### src/rtl/if_stage_reg.sv
// rtl/if_stage_reg.sv - instruction-fetch PC register, PC increment and IF/ID pipeline register
//
// Purpose: holds the fetch PC, forms pc_plus_4 for the next-PC mux, and
// captures the fetched instruction into the IF/ID register. Supports stall
// and flush, a one-cycle boot state after reset, a sticky misaligned-PC flag,
// and saturating fetch/stall counters.
//
// Ports:
//   clk            rising-edge clock
//   rst            asynchronous active-low reset
//   next_pc        next PC from the next-PC mux
//   pc_write       1 = advance, 0 = stall
//   flush          1 = squash IF/ID and load next_pc
//   instr_in       instruction memory data at pc_out
//   pc_out         current PC (instruction memory address)
//   pc_plus_4      pc_out + PC_INC (combinational)
//   ifid_instr     registered instruction
//   ifid_pc_plus_4 registered pc_plus_4 of that instruction
//   ifid_valid     IF/ID holds a real instruction
//   misaligned     sticky: a next_pc with nonzero bits [1:0] was loaded
//   fetch_count    instructions captured into IF/ID (saturating)
//   stall_count    stalled RUN cycles (saturating)
module if_stage_reg #(
  parameter logic [31:0] RESET_PC  = 32'h0000_0000,
  parameter logic [31:0] PC_INC    = 32'd4,
  parameter int          CNT_WIDTH = 32
) (
  input  logic                 clk,
  input  logic                 rst,
  input  logic [31:0]          next_pc,
  input  logic                 pc_write,
  input  logic                 flush,
  input  logic [31:0]          instr_in,
  output logic [31:0]          pc_out,
  output logic [31:0]          pc_plus_4,
  output logic [31:0]          ifid_instr,
  output logic [31:0]          ifid_pc_plus_4,
  output logic                 ifid_valid,
  output logic                 misaligned,
  output logic [CNT_WIDTH-1:0] fetch_count,
  output logic [CNT_WIDTH-1:0] stall_count
);

  typedef enum logic {
    BOOT = 1'b0,
    RUN  = 1'b1
  } state_t;

  localparam logic [CNT_WIDTH-1:0] CNT_ONE = {{(CNT_WIDTH-1){1'b0}}, 1'b1};
  localparam logic [CNT_WIDTH-1:0] CNT_MAX = {CNT_WIDTH{1'b1}};

  state_t               state_q, state_d;
  logic [31:0]          pc_q, pc_d;
  logic [31:0]          instr_q, instr_d;
  logic [31:0]          ifid_pc4_q, ifid_pc4_d;
  logic                 valid_q, valid_d;
  logic                 mis_q, mis_d;
  logic [CNT_WIDTH-1:0] fetch_q, fetch_d;
  logic [CNT_WIDTH-1:0] stall_q, stall_d;

  logic [31:0]          pc_plus_4_w;
  logic [31:0]          next_pc_aligned;
  logic                 next_pc_mis;

  // Wraps modulo 2^32 by construction.
  assign pc_plus_4_w     = pc_q + PC_INC;
  assign next_pc_aligned = {next_pc[31:2], 2'b00};
  assign next_pc_mis     = (next_pc[1:0] != 2'b00);

  always_comb begin
    state_d    = state_q;
    pc_d       = pc_q;
    instr_d    = instr_q;
    ifid_pc4_d = ifid_pc4_q;
    valid_d    = valid_q;
    mis_d      = mis_q;
    fetch_d    = fetch_q;
    stall_d    = stall_q;

    case (state_q)
      // One idle edge after reset lets the next-PC mux settle before the first fetch.
      BOOT: begin
        state_d = RUN;
      end
      RUN: begin
        if (flush) begin
          pc_d       = next_pc_aligned;
          instr_d    = 32'h0000_0000;
          ifid_pc4_d = 32'h0000_0000;
          valid_d    = 1'b0;
          if (next_pc_mis) mis_d = 1'b1;
        end else if (!pc_write) begin
          if (stall_q != CNT_MAX) stall_d = stall_q + CNT_ONE;
        end else begin
          pc_d       = next_pc_aligned;
          instr_d    = instr_in;
          ifid_pc4_d = pc_plus_4_w;
          valid_d    = 1'b1;
          if (next_pc_mis) mis_d = 1'b1;
          if (fetch_q != CNT_MAX) fetch_d = fetch_q + CNT_ONE;
        end
      end
      default: begin
        state_d = BOOT;
      end
    endcase
  end

  always_ff @(posedge clk or negedge rst) begin
    if (!rst) begin
      state_q    <= BOOT;
      pc_q       <= RESET_PC;
      instr_q    <= 32'h0000_0000;
      ifid_pc4_q <= 32'h0000_0000;
      valid_q    <= 1'b0;
      mis_q      <= 1'b0;
      fetch_q    <= '0;
      stall_q    <= '0;
    end else begin
      state_q    <= state_d;
      pc_q       <= pc_d;
      instr_q    <= instr_d;
      ifid_pc4_q <= ifid_pc4_d;
      valid_q    <= valid_d;
      mis_q      <= mis_d;
      fetch_q    <= fetch_d;
      stall_q    <= stall_d;
    end
  end

  assign pc_out         = pc_q;
  assign pc_plus_4      = pc_plus_4_w;
  assign ifid_instr     = instr_q;
  assign ifid_pc_plus_4 = ifid_pc4_q;
  assign ifid_valid     = valid_q;
  assign misaligned     = mis_q;
  assign fetch_count    = fetch_q;
  assign stall_count    = stall_q;

endmodule

### config.mk
export PLATFORM = sky130hd
export DESIGN_NAME = if_stage_reg
export DESIGN_NICKNAME = d
export VERILOG_FILES = /design/src/rtl/if_stage_reg.sv
export SDC_FILE = /design/constraint.sdc
export NUM_CORES = 1
export LEC_CHECK = 0
export ABC_AREA = 1
export BUFFER_PORTS_ARGS = -buffer_cell sky130_fd_sc_hd__buf_2
export CAP_MARGIN = 5
export CORE_UTILIZATION = 50
export CTS_BUF_LIST = sky130_fd_sc_hd__clkbuf_8
export DETAILED_ROUTE_END_ITERATION = 6
export PLACE_DENSITY = 0.78
export SLEW_MARGIN = 20
export SYNTH_ARGS = -nofsm -noshare
export SYNTH_HDL_FRONTEND = slang
export SYNTH_SLANG_ARGS = --single-unit
### constraint.sdc
create_clock -name clk -period 2.8 [get_ports clk]
set_input_delay 0.42 -clock clk [delete_from_list [all_inputs] [get_ports clk]]
set_output_delay 0.42 -clock clk [all_outputs]
set_load 0.005 [all_outputs]
==> run_results.csv, run 1 <==
group,metric,value,unit
finish,n_fill_cell,1540,
logic_synthesis,synth_area_leaders,"dfrtp_1 (46%), nand2_1 (25%), nor2_1 (6.2%), a22o_1 (3.6%), nand3b_1 (3.3%)",
die,initial_utilization,0.515,
logic_synthesis,yosys_warnings,0,
die,rows,47,
die,die_h,133,um
finish,layout_common_cells,"nand2_1 (567), buf_2 (254), dfrtp_1 (159)",
finish,layout_commonest_cell,"nand2_1",
global_route,grt_pass1_vias,7897,
logic_synthesis,synth_top_flop_cell,"dfrtp_1",
global_route,antenna_found_initial,0,
timing,period_share,0.924,
pwr,leakage,5.68,nW
timing,skew,16.3,ps
clock_tree,clk_pin_slew_worst_paths,100,ps
critical_path,path_max_fanout,5,
route,firstDrtPassIters,6,
timing,grt_setup_unrepaired,"false",
global_route,grt_usage,0.287,
die,die-area,17700,um^2
die,die_w,133,um
global_route,grt_max_degree,89,
logic_synthesis,ys_seq_area_frac,0.465,
die,io_pins,262,
timing,hold_viol_final,0,
logic_synthesis,synth_area,8560,um^2
logic_synthesis,synthArstFlopShare,1.00,
outcome,status,"completed",
finish,drive_gt1_frac,0.220,
critical_path,critPathLaunchType,"register",
route,drtIter0Drc,468,
timing,postLayoutSetupSlackWorst,212,ps
run,max_cap_viol_count,0,
place,gp_congestion,0.954,
place,dpl_worst_slack,592,ps
logic_synthesis,synth_edf_count,0,
timing,worst_slew_pin_slew,910,ps
logic_synthesis,syn_avg_cell_area,7.37,um^2
clock_tree,cts_tree,"built",
timing,maxSlewViolCount,0,
clock_tree,post_cts_buffers,0,
clock_tree,htreeDepth,4,
clock_tree,clock_sinks,159,
logic_synthesis,yosysUniqueCellTypes,31,
timing,final-setup-viol-count,0,
place,portBuffers,255,
route,wire_per_inst,14.8,um
route,drt-total-wl,24400,um
clock_tree,worstSkewPairLatency,450,ps
timing,fmax,386,MHz
die,coreArea,16600,um^2
finish,fin_nets,1484,
finish,areaGrowthSynthToFinish,21.9,%
pwr,powerDensity,505,nW/um^2
critical_path,slowest_delay,420,ps
critical_path,path_cells,"ha_1 > nand2_1 > nor2_2 > nand3_1 > nor2_1 > nand2_1 > and2_1 > buf_2",
finish,ff_latch_area,3980,um^2
clock_tree,cts_root_buffer,"clkbuf_8",
logic_synthesis,yosys.area.top_type,"dfrtp_1",
pwr,irDropWorstVdd,0.000331,V
critical_path,cp.required,2380,ps
critical_path,crit_arrival,2170,ps
route,drt.antenna.violating_nets,0,
timing,slew_headroom,0.393,
route,drc,0,
place,place_hpwl,18100,um
logic_synthesis,synth_cells,1162,
logic_synthesis,synth_top_cell_area_share,0.465,
route,num_vias,8324,
global_route,globalRouteOverflowTotal,0,
timing,fin_tns_setup,0,ps
timing,period_needed,2590,ps
finish,post-route-util,0.627,
critical_path,cp-end-kind,"primary output",
global_route,grt_pass1_wl,39900,um
finish,multiInputGateArea,4190,um^2
route,routed_via_density,5.06,
critical_path,cp_common_cell,"nand2_1",
clock_tree,cts_made_buffers,17,
worst_hold_path,holdCritPathClass,"in2reg",
critical_path,cpMaxStageDelayCell,"dfrtp_1",
pwr,finalPower,0.00527,W
critical_path,critical_path_class,"reg2out",
clock_tree,cts_buffer_depth,2,
logic_synthesis,yosys_register_bits,159,
-- synth_stat cells, types with 3 or more instances --
cell type	instances
buf_1	6
nand3b_1	38
clkbuf_1	10
nand2_1	568
a22o_1	35
xor2_1	28
nand4_1	5
inv_1	54
ha_1	3
o21bai_1	3
and2_1	6
o21ai_0	23
nor2_1	141
buf_2	4
buf_4	9
nand3_1	28
nor2_2	6
buf_6	6
dfrtp_1	159
xnor2_1	14
-- logic make-up after synthesis --
logic type / Yosys count / share of synthesized area
and+or+nand+nor: 802 / 0.385
DFF: 159 / 0.465
buffers and inverters: 93 / 0.0508
AOI/OAI and AO/OA: 61 / 0.0519
xor gates and xnor gates: 42 / 0.0430
adders and majority gates: 3 / 0.00438
other: 2 / 0.000877
-- worst max-delay path, delay by kind of cell, from the launching register on --
kind | cells | cell delay [ps]
buffers and inverters | 1 | 120
flip-flops | 1 | 420
AND/OR/NAND/NOR | 6 | 950
adder cells (fa/ha/maj) | 1 | 230
-- sequential cells by signal, summed over array words and instances (netlist names) --
signal,count
ifid_valid,1
misaligned,1
ifid_pc_plus_4,30
fetch_count,32
state_q,1
ifid_instr,32
stall_count,32
pc_out,30
-- per-layer routing --
layer	global-route usage	part of all wire	vias to the layer above	routed length (um)
li1	-	-	4106	-
met4	0.0830	0.021	0	506
met3	0.0759	0.067	44	1640
met2	0.477	0.48	297	11700
met5	0	0	-	0
met1	0.366	0.43	3877	10500
-- report_power, final --
group,internal (W),leakage [nW],switching (W)
Combinational,0.000362,3.36,0.000457
Sequential,0.00246,2.12,0.000199
Clock,0.000905,0.203,0.000885
Total,0.00373,5.68,0.00154
-- layout make-up --
class | instances | share of cell area
clock buffers | 18 | 0.0237
diodes | 1 | 0.000240
clock inverters | 12 | 0.0155
inverters | 58 | 0.0211
flip-flops and latches | 159 | 0.381
well taps | 220 | 0.0264
multi-input cells | 915 | 0.401
repair buffers | 262 | 0.131
-- metrics by stage --
stage          std cells  hold WS [ps]  cell area, um^2
2_1_floorplan       1167           124             8580
3_3_place_gp        1613           315            10000
3_5_place_dp        1613           320            10000
4_1_cts             1644           129            10400
5_1_grt             1644           129            10400
6_report            1645           159            10400
-- final timing paths --
check                                   start            endpoint  slack (ps)  depth (start not counted)
max reg2reg                    fetch_count[0]     fetch_count[18]         620                         10
min reg2reg                ifid_pc_plus_4[16]  ifid_pc_plus_4[16]         480                          2
max in group asynchronous                 rst          pc_out[21]        1710                          3
min in group asynchronous                 rst      stall_count[7]         410                          2
max                                 pc_out[2]       pc_plus_4[22]         210                          8
min                                next_pc[8]           pc_out[8]         160                          3
-- repair_timing --
action / CTS / global route
hold buffers: 1 / 0
resized for setup: 0 / 4
endpoints found under the hold margin: 28 / 0
setup endpoints to repair: 0 / 5
(Power assumes the default switching activity.)
==> run 2: changes to the inputs <==
--- a/config.mk
+++ b/config.mk
@@ -11,7 +11,7 @@
 export CORE_UTILIZATION = 50
 export CTS_BUF_LIST = sky130_fd_sc_hd__clkbuf_8
 export DETAILED_ROUTE_END_ITERATION = 6
-export PLACE_DENSITY = 0.78
+export PLACE_DENSITY_LB_ADDON = 0.3
 export SLEW_MARGIN = 20
 export SYNTH_ARGS = -nofsm -noshare
 export SYNTH_HDL_FRONTEND = slang
==> constraint.sdc (replaced) <==
create_clock -name clk -period 2.9 [get_ports clk]
set_input_delay 0.435 -clock clk [delete_from_list [all_inputs] [get_ports clk]]
set_output_delay 0.435 -clock clk [all_outputs]
set_load 0.005 [all_outputs]
==> run_results.csv, run 2 (synthesis gave the netlist of run 1 again) <==
group,metric,value,unit
critical_path,slowest_delay,440,ps
die,io_pins,262,
clock_tree,post_cts_resize_count,0,
finish,post-route-util,0.626,
route,drc,0,
finish,layout_common_cells,"nand2_1 (567), buf_2 (254), dfrtp_1 (159)",
timing,maxSlewViolCount,0,
critical_path,critical_path_class,"reg2out",
clock_tree,cts_root_buffer,"clkbuf_8",
timing,fmax,365,MHz
place,dpl_worst_slack,683,ps
finish,ff_latch_area,3980,um^2
finish,diodes,0,
global_route,grt_pass1_vias,7822,
route,wire_per_inst,14.7,um
critical_path,cpMaxStageDelayCell,"dfrtp_1",
die,die-area,17700,um^2
pwr,p_clk_frac,0.336,
finish,multiInputGateArea,4180,um^2
critical_path,reg2reg_slack,680,ps
finish,drive_gt1_frac,0.220,
critical_path,setup.worst_path.start,"pc_out[2]",
timing,grt_setup_unrepaired,"false",
critical_path,path_buf_inv,2,
die,coreArea,16600,um^2
clock_tree,htreeDepth,4,
clock_tree,cts_buffer_depth,2,
timing,period_needed,2740,ps
timing,skew,18.2,ps
finish,finish.instance_area,10400,um^2
global_route,grt_pass1_wl,39200,um
route,drt.antenna.violating_nets,0,
pwr,power.switching,0.00156,W
route,routed_via_density,5.05,
route,drtIter0Drc,491,
outcome,status,"completed",
global_route,antenna_found_initial,1,
critical_path,critPathLaunchType,"register",
pwr,swShare,0.308,
place,place_hpwl,18100,um
pwr,powerDensity,484,nW/um^2
worst_hold_path,holdCritStartpoint,"next_pc[23]",
place,gp_congestion,0.922,
clock_tree,clk_pin_slew_worst_paths,100,ps
pwr,leakage,5.68,nW
die,die_w,133,um
critical_path,cp-end-kind,"primary output",
pwr,combPwrFrac,0.155,
timing,hold_viol_final,0,
critical_path,path_cells,"ha_1 > nand2_1 > nor2_1 > nand2_1 > inv_1 > nand4_1 > and2_1 > buf_2",
place,portBuffers,255,
worst_hold_path,holdCritPathClass,"in2reg",
route,num_vias,8324,
global_route,grt_usage,0.281,
clock_tree,cts_tree,"built",
finish,n_fill_cell,1590,
clock_tree,ctsHoldBuffers,1,
critical_path,r2r-start,"fetch_count[0]",
finish,areaGrowthSynthToFinish,21.6,%
critical_path,cp_common_cell,"nand2_1",
critical_path,path_max_fanout,5,
critical_path,crit_arrival,2300,ps
place,placed_cell_area,10000,um^2
clock_tree,post_cts_buffers,0,
pwr,pwr-share-seq,0.509,
pwr,internal-power,0.00349,W
die,initial_utilization,0.515,
die,die_h,133,um
route,firstDrtPassIters,5,
critical_path,cp.required,2470,ps
timing,final-setup-viol-count,0,
clock_tree,clock_sinks,159,
route,drt-total-wl,24300,um
global_route,globalRouteOverflowTotal,0,
clock_tree,cts_made_buffers,17,
run,max_cap_viol_count,0,
global_route,grt_max_degree,61,
timing,worst_slew_pin_slew,654,ps
critical_path,cp_top_family,"simple AND/OR/NAND/NOR gates",
timing,slew_headroom,0.564,
timing,period_share,0.944,
timing,fin_tns_setup,0,ps
pwr,irDropWorstVdd,0.000294,V
clock_tree,worstSkewPairLatency,470,ps
pwr,finalPower,0.00504,W
die,rows,47,
timing,postLayoutSetupSlackWorst,162,ps
finish,fin_nets,1486,
finish,layout_commonest_cell,"nand2_1",
-- run 2: cell types whose count changed in the layout (fill, tap and decap cells not counted), moves of 2 or more --
cell       previous run  this run
buf_4                 4         7
bufinv_16             3         1
inv_8                 0         4
nor2_1              138       141
nor2_2                9         6
clkinv_4              3         1
inv_6                 3         5
-- run 2: area by class of cell --
type,count,share of cell area
Clock buffer,19,0.0251
Multi-Input combinational cell,915,0.401
Inverter,58,0.0211
Clock inverter,13,0.0135
Sequential cell,159,0.382
Tap cell,220,0.0264
Timing Repair Buffer,264,0.131
-- run 2: stage by stage --
step	instances	hold slack [ps]
after floorplan	1167	139
after global placement	1615	452
after detailed placement	1615	456
after CTS	1648	132
after global routing	1648	140
final	1648	154
-- run 2: power groups by stage --
stage | clock network, W | logic [W] | registers [W]
after floorplan | 0 | 0.000365 | 0.00259
after global placement | 0 | 0.000779 | 0.00260
after detailed placement | 0 | 0.000788 | 0.00261
after CTS | 0.00173 | 0.000793 | 0.00257
after global routing | 0.00181 | 0.000867 | 0.00260
final | 0.00170 | 0.000779 | 0.00257
-- run 2: path summary, 6_finish.rpt --
check                                     endpoint  cells past startpoint
worst max register to register     fetch_count[31]                     10
max in group asynchronous               pc_out[27]                      3
min in group asynchronous           stall_count[7]                      2
worst min-delay path                    pc_out[23]                      3
worst max-delay path                 pc_plus_4[24]                      8
worst min register to register  ifid_pc_plus_4[21]                      2
-- run 2: tightest hold or removal path: cells and delay by family --
| family | cells | cell delay [ps] |
|---|---|---|
| buffers and inverters | 1 | 70 |
| AND/OR/NAND/NOR | 2 | 80 |
-- run 2: routing by layer --
layer	share of wire	routed length, um	vias to the layer above	GRT usage
met1	0.43	10500	3849	0.351
met2	0.48	11700	299	0.475
met3	0.062	1510	46	0.0590
li1	-	-	4130	-
met4	0.026	633	0	0.111
met5	0	0	-	0
==> run 3: changes to the inputs <==
--- a/config.mk
+++ b/config.mk
@@ -6,11 +6,13 @@
 export NUM_CORES = 1
 export LEC_CHECK = 0
 export ABC_AREA = 1
-export BUFFER_PORTS_ARGS = -buffer_cell sky130_fd_sc_hd__buf_2
+export ABC_CLOCK_PERIOD_IN_PS = 2900
 export CAP_MARGIN = 5
 export CORE_UTILIZATION = 50
 export CTS_BUF_LIST = sky130_fd_sc_hd__clkbuf_8
+export CTS_CLUSTER_DIAMETER = 50
 export DETAILED_ROUTE_END_ITERATION = 6
+export DONT_BUFFER_PORTS = 1
 export PLACE_DENSITY_LB_ADDON = 0.3
 export SLEW_MARGIN = 20
 export SYNTH_ARGS = -nofsm -noshare
==> run_results.csv, run 3 (synthesis gave the netlist of run 1 again) <==
group,metric,value,unit
outcome,status,"complete, but fails checks",
outcome,violations,"design-rule violations, negative hold slack",
critical_path,path_max_fanout,5,
route,firstDrtPassIters,7,
finish,fin_nets,1227,
clock_tree,cts_buffer_depth,2,
critical_path,r2r-start,"fetch_count[0]",
finish,layout_commonest_cell,"nand2_1",
timing,postLayoutSetupSlackWorst,253,ps
timing,grt_setup_unrepaired,"false",
clock_tree,worstSkewPairLatency,460,ps
route,drtIter0Drc,513,
timing,final-setup-viol-count,0,
critical_path,path_cells,"ha_1 > nand2_1 > nor2_1 > nand2_1 > nor2_1 > xor2_1",
die,coreArea,16600,um^2
finish,areaGrowthSynthToFinish,6.46,%
global_route,grtUsageMet3,0.0759,
finish,drive_gt1_frac,0.0470,
finish,layout_common_cells,"nand2_1 (567), dfrtp_1 (159), nor2_1 (141)",
critical_path,path_buf_inv,0,
timing,maxSlewViolCount,0,
place,placed_cell_area,8690,um^2
timing,timing.hold.ws,-350,ps
die,io_pins,262,
route,routed_via_density,5.24,
clock_tree,post_cts_buffers,0,
place,place_hpwl,16500,um
place,portBuffers,0,
finish,diodes,0,
critical_path,cp.required,2470,ps
global_route,globalRouteOverflowTotal,0,
pwr,leakage,4.47,nW
die,die-area,17700,um^2
place,dpl_worst_slack,670,ps
die,die_h,133,um
critical_path,crit_arrival,2210,ps
global_route,grt_pass1_wl,36200,um
critical_path,critical_path_class,"reg2out",
timing,slew_headroom,0.391,
timing,hold_viol_final,159,
clock_tree,cts_root_buffer,"clkbuf_8",
global_route,grt_pass1_vias,6907,
global_route,gr-usage-met1,0.318,
timing,fmax,378,MHz
die,rows,47,
critical_path,cp_top_family,"simple AND/OR/NAND/NOR gates",
route,drt-total-wl,22700,um
pwr,irDropWorstVdd,0.000267,V
critical_path,reg2reg_slack,660,ps
timing,fin_tns_setup,0,ps
critical_path,r2r-end,"fetch_count[16]",
route,drt.antenna.violating_nets,0,
route,drc,1,
run,max_cap_viol_count,0,
route,num_vias,7282,
timing,period_share,0.913,
global_route,use_met2,0.439,
critical_path,critPathLaunchType,"register",
clock_tree,cts_made_buffers,17,
worst_hold_path,holdCritPathClass,"in2async",
global_route,grt_usage,0.263,
route,wire_per_inst,16.3,um
clock_tree,clock_sinks,159,
critical_path,slowest_delay,460,ps
finish,finish.instance_area,9120,um^2
critical_path,cpMaxStageDelayCell,"dfrtp_1",
clock_tree,htreeDepth,4,
die,die_w,133,um
pwr,powerDensity,536,nW/um^2
place,gp_congestion,0.934,
global_route,grt.busiest_layer,"met2",
clock_tree,clk_pin_slew_worst_paths,100,ps
global_route,antenna_found_initial,0,
timing,worst_slew_pin_slew,913,ps
die,initial_utilization,0.515,
global_route,grt_max_degree,160,
timing,period_needed,2650,ps
critical_path,r2r_cells,10,
critical_path,cp-end-kind,"primary output",
clock_tree,cts_tree,"built",
timing,skew,17.0,ps
run 3: worst max path at each step:
stage / startpoint / to / slack (ps) / cells after the start
after CTS: pc_out[2] / pc_plus_4[18] / 260 / 6
after global placement: fetch_count[0] / fetch_count[29] / 790 / 10
after detailed placement: fetch_count[0] / fetch_count[16] / 670 / 10
final: pc_out[2] / pc_plus_4[18] / 250 / 6
after floorplan: pc_out[2] / pc_plus_4[22] / 1100 / 7
after global routing: pc_out[2] / pc_plus_4[24] / 40 / 7
run 3: metrics by stage:
stage	cells	hold WS (ps)	total power (W)	util
after detailed placement	1357	143	0.00311	0.522
after global placement	1357	142	0.00310	0.522
after global routing	1389	-385	0.00510	0.548
after floorplan	1167	139	0.00295	-
after CTS	1389	-380	0.00494	0.548
final	1389	-350	0.00489	0.548
run 3: worst reg2reg max path, cell delays in order (launching register included):
cell     delay (ps)
dfrtp_1         430
ha_1            210
nand3_1         170
inv_2           140
nand2_1          60
nor2_1          150
nand2_1         140
nand2_4         310
inv_2           290
nand2_1         170
nand2_1          60
run 3: layout make-up:
cell class | count | area, um^2
multi-input cells | 915 | 4180
well taps | 220 | 275
flip-flops and latches | 159 | 3980
repair buffers | 5 | 37.5
clock buffers | 17 | 234
clock inverters | 15 | 195
inverters | 58 | 220
fillers | 1547 | 7520
run 3: what timing repair did:
item                       CTS  global route
hold endpoints to repair   159           159
setup endpoints to repair    0             0
gates resized for setup      0             0
run 3: metal layers:
metal / wire, um / up-vias
met5: 0 / -
met4: 519 / 0
met3: 1700 / 36
met2: 10900 / 276
met1: 9540 / 3377
li1: - / 3593
run 3: power breakdown:
| part | switching, W | internal, W | total, W | leakage (nW) |
|---|---|---|---|---|
| clock | 0.000939 | 0.000884 | 0.00182 | 0.221 |
| sequential | 0.000247 | 0.00238 | 0.00263 | 2.12 |
| combinational | 0.000267 | 0.000171 | 0.000438 | 2.13 |
| total | 0.00145 | 0.00343 | 0.00489 | 4.47 |
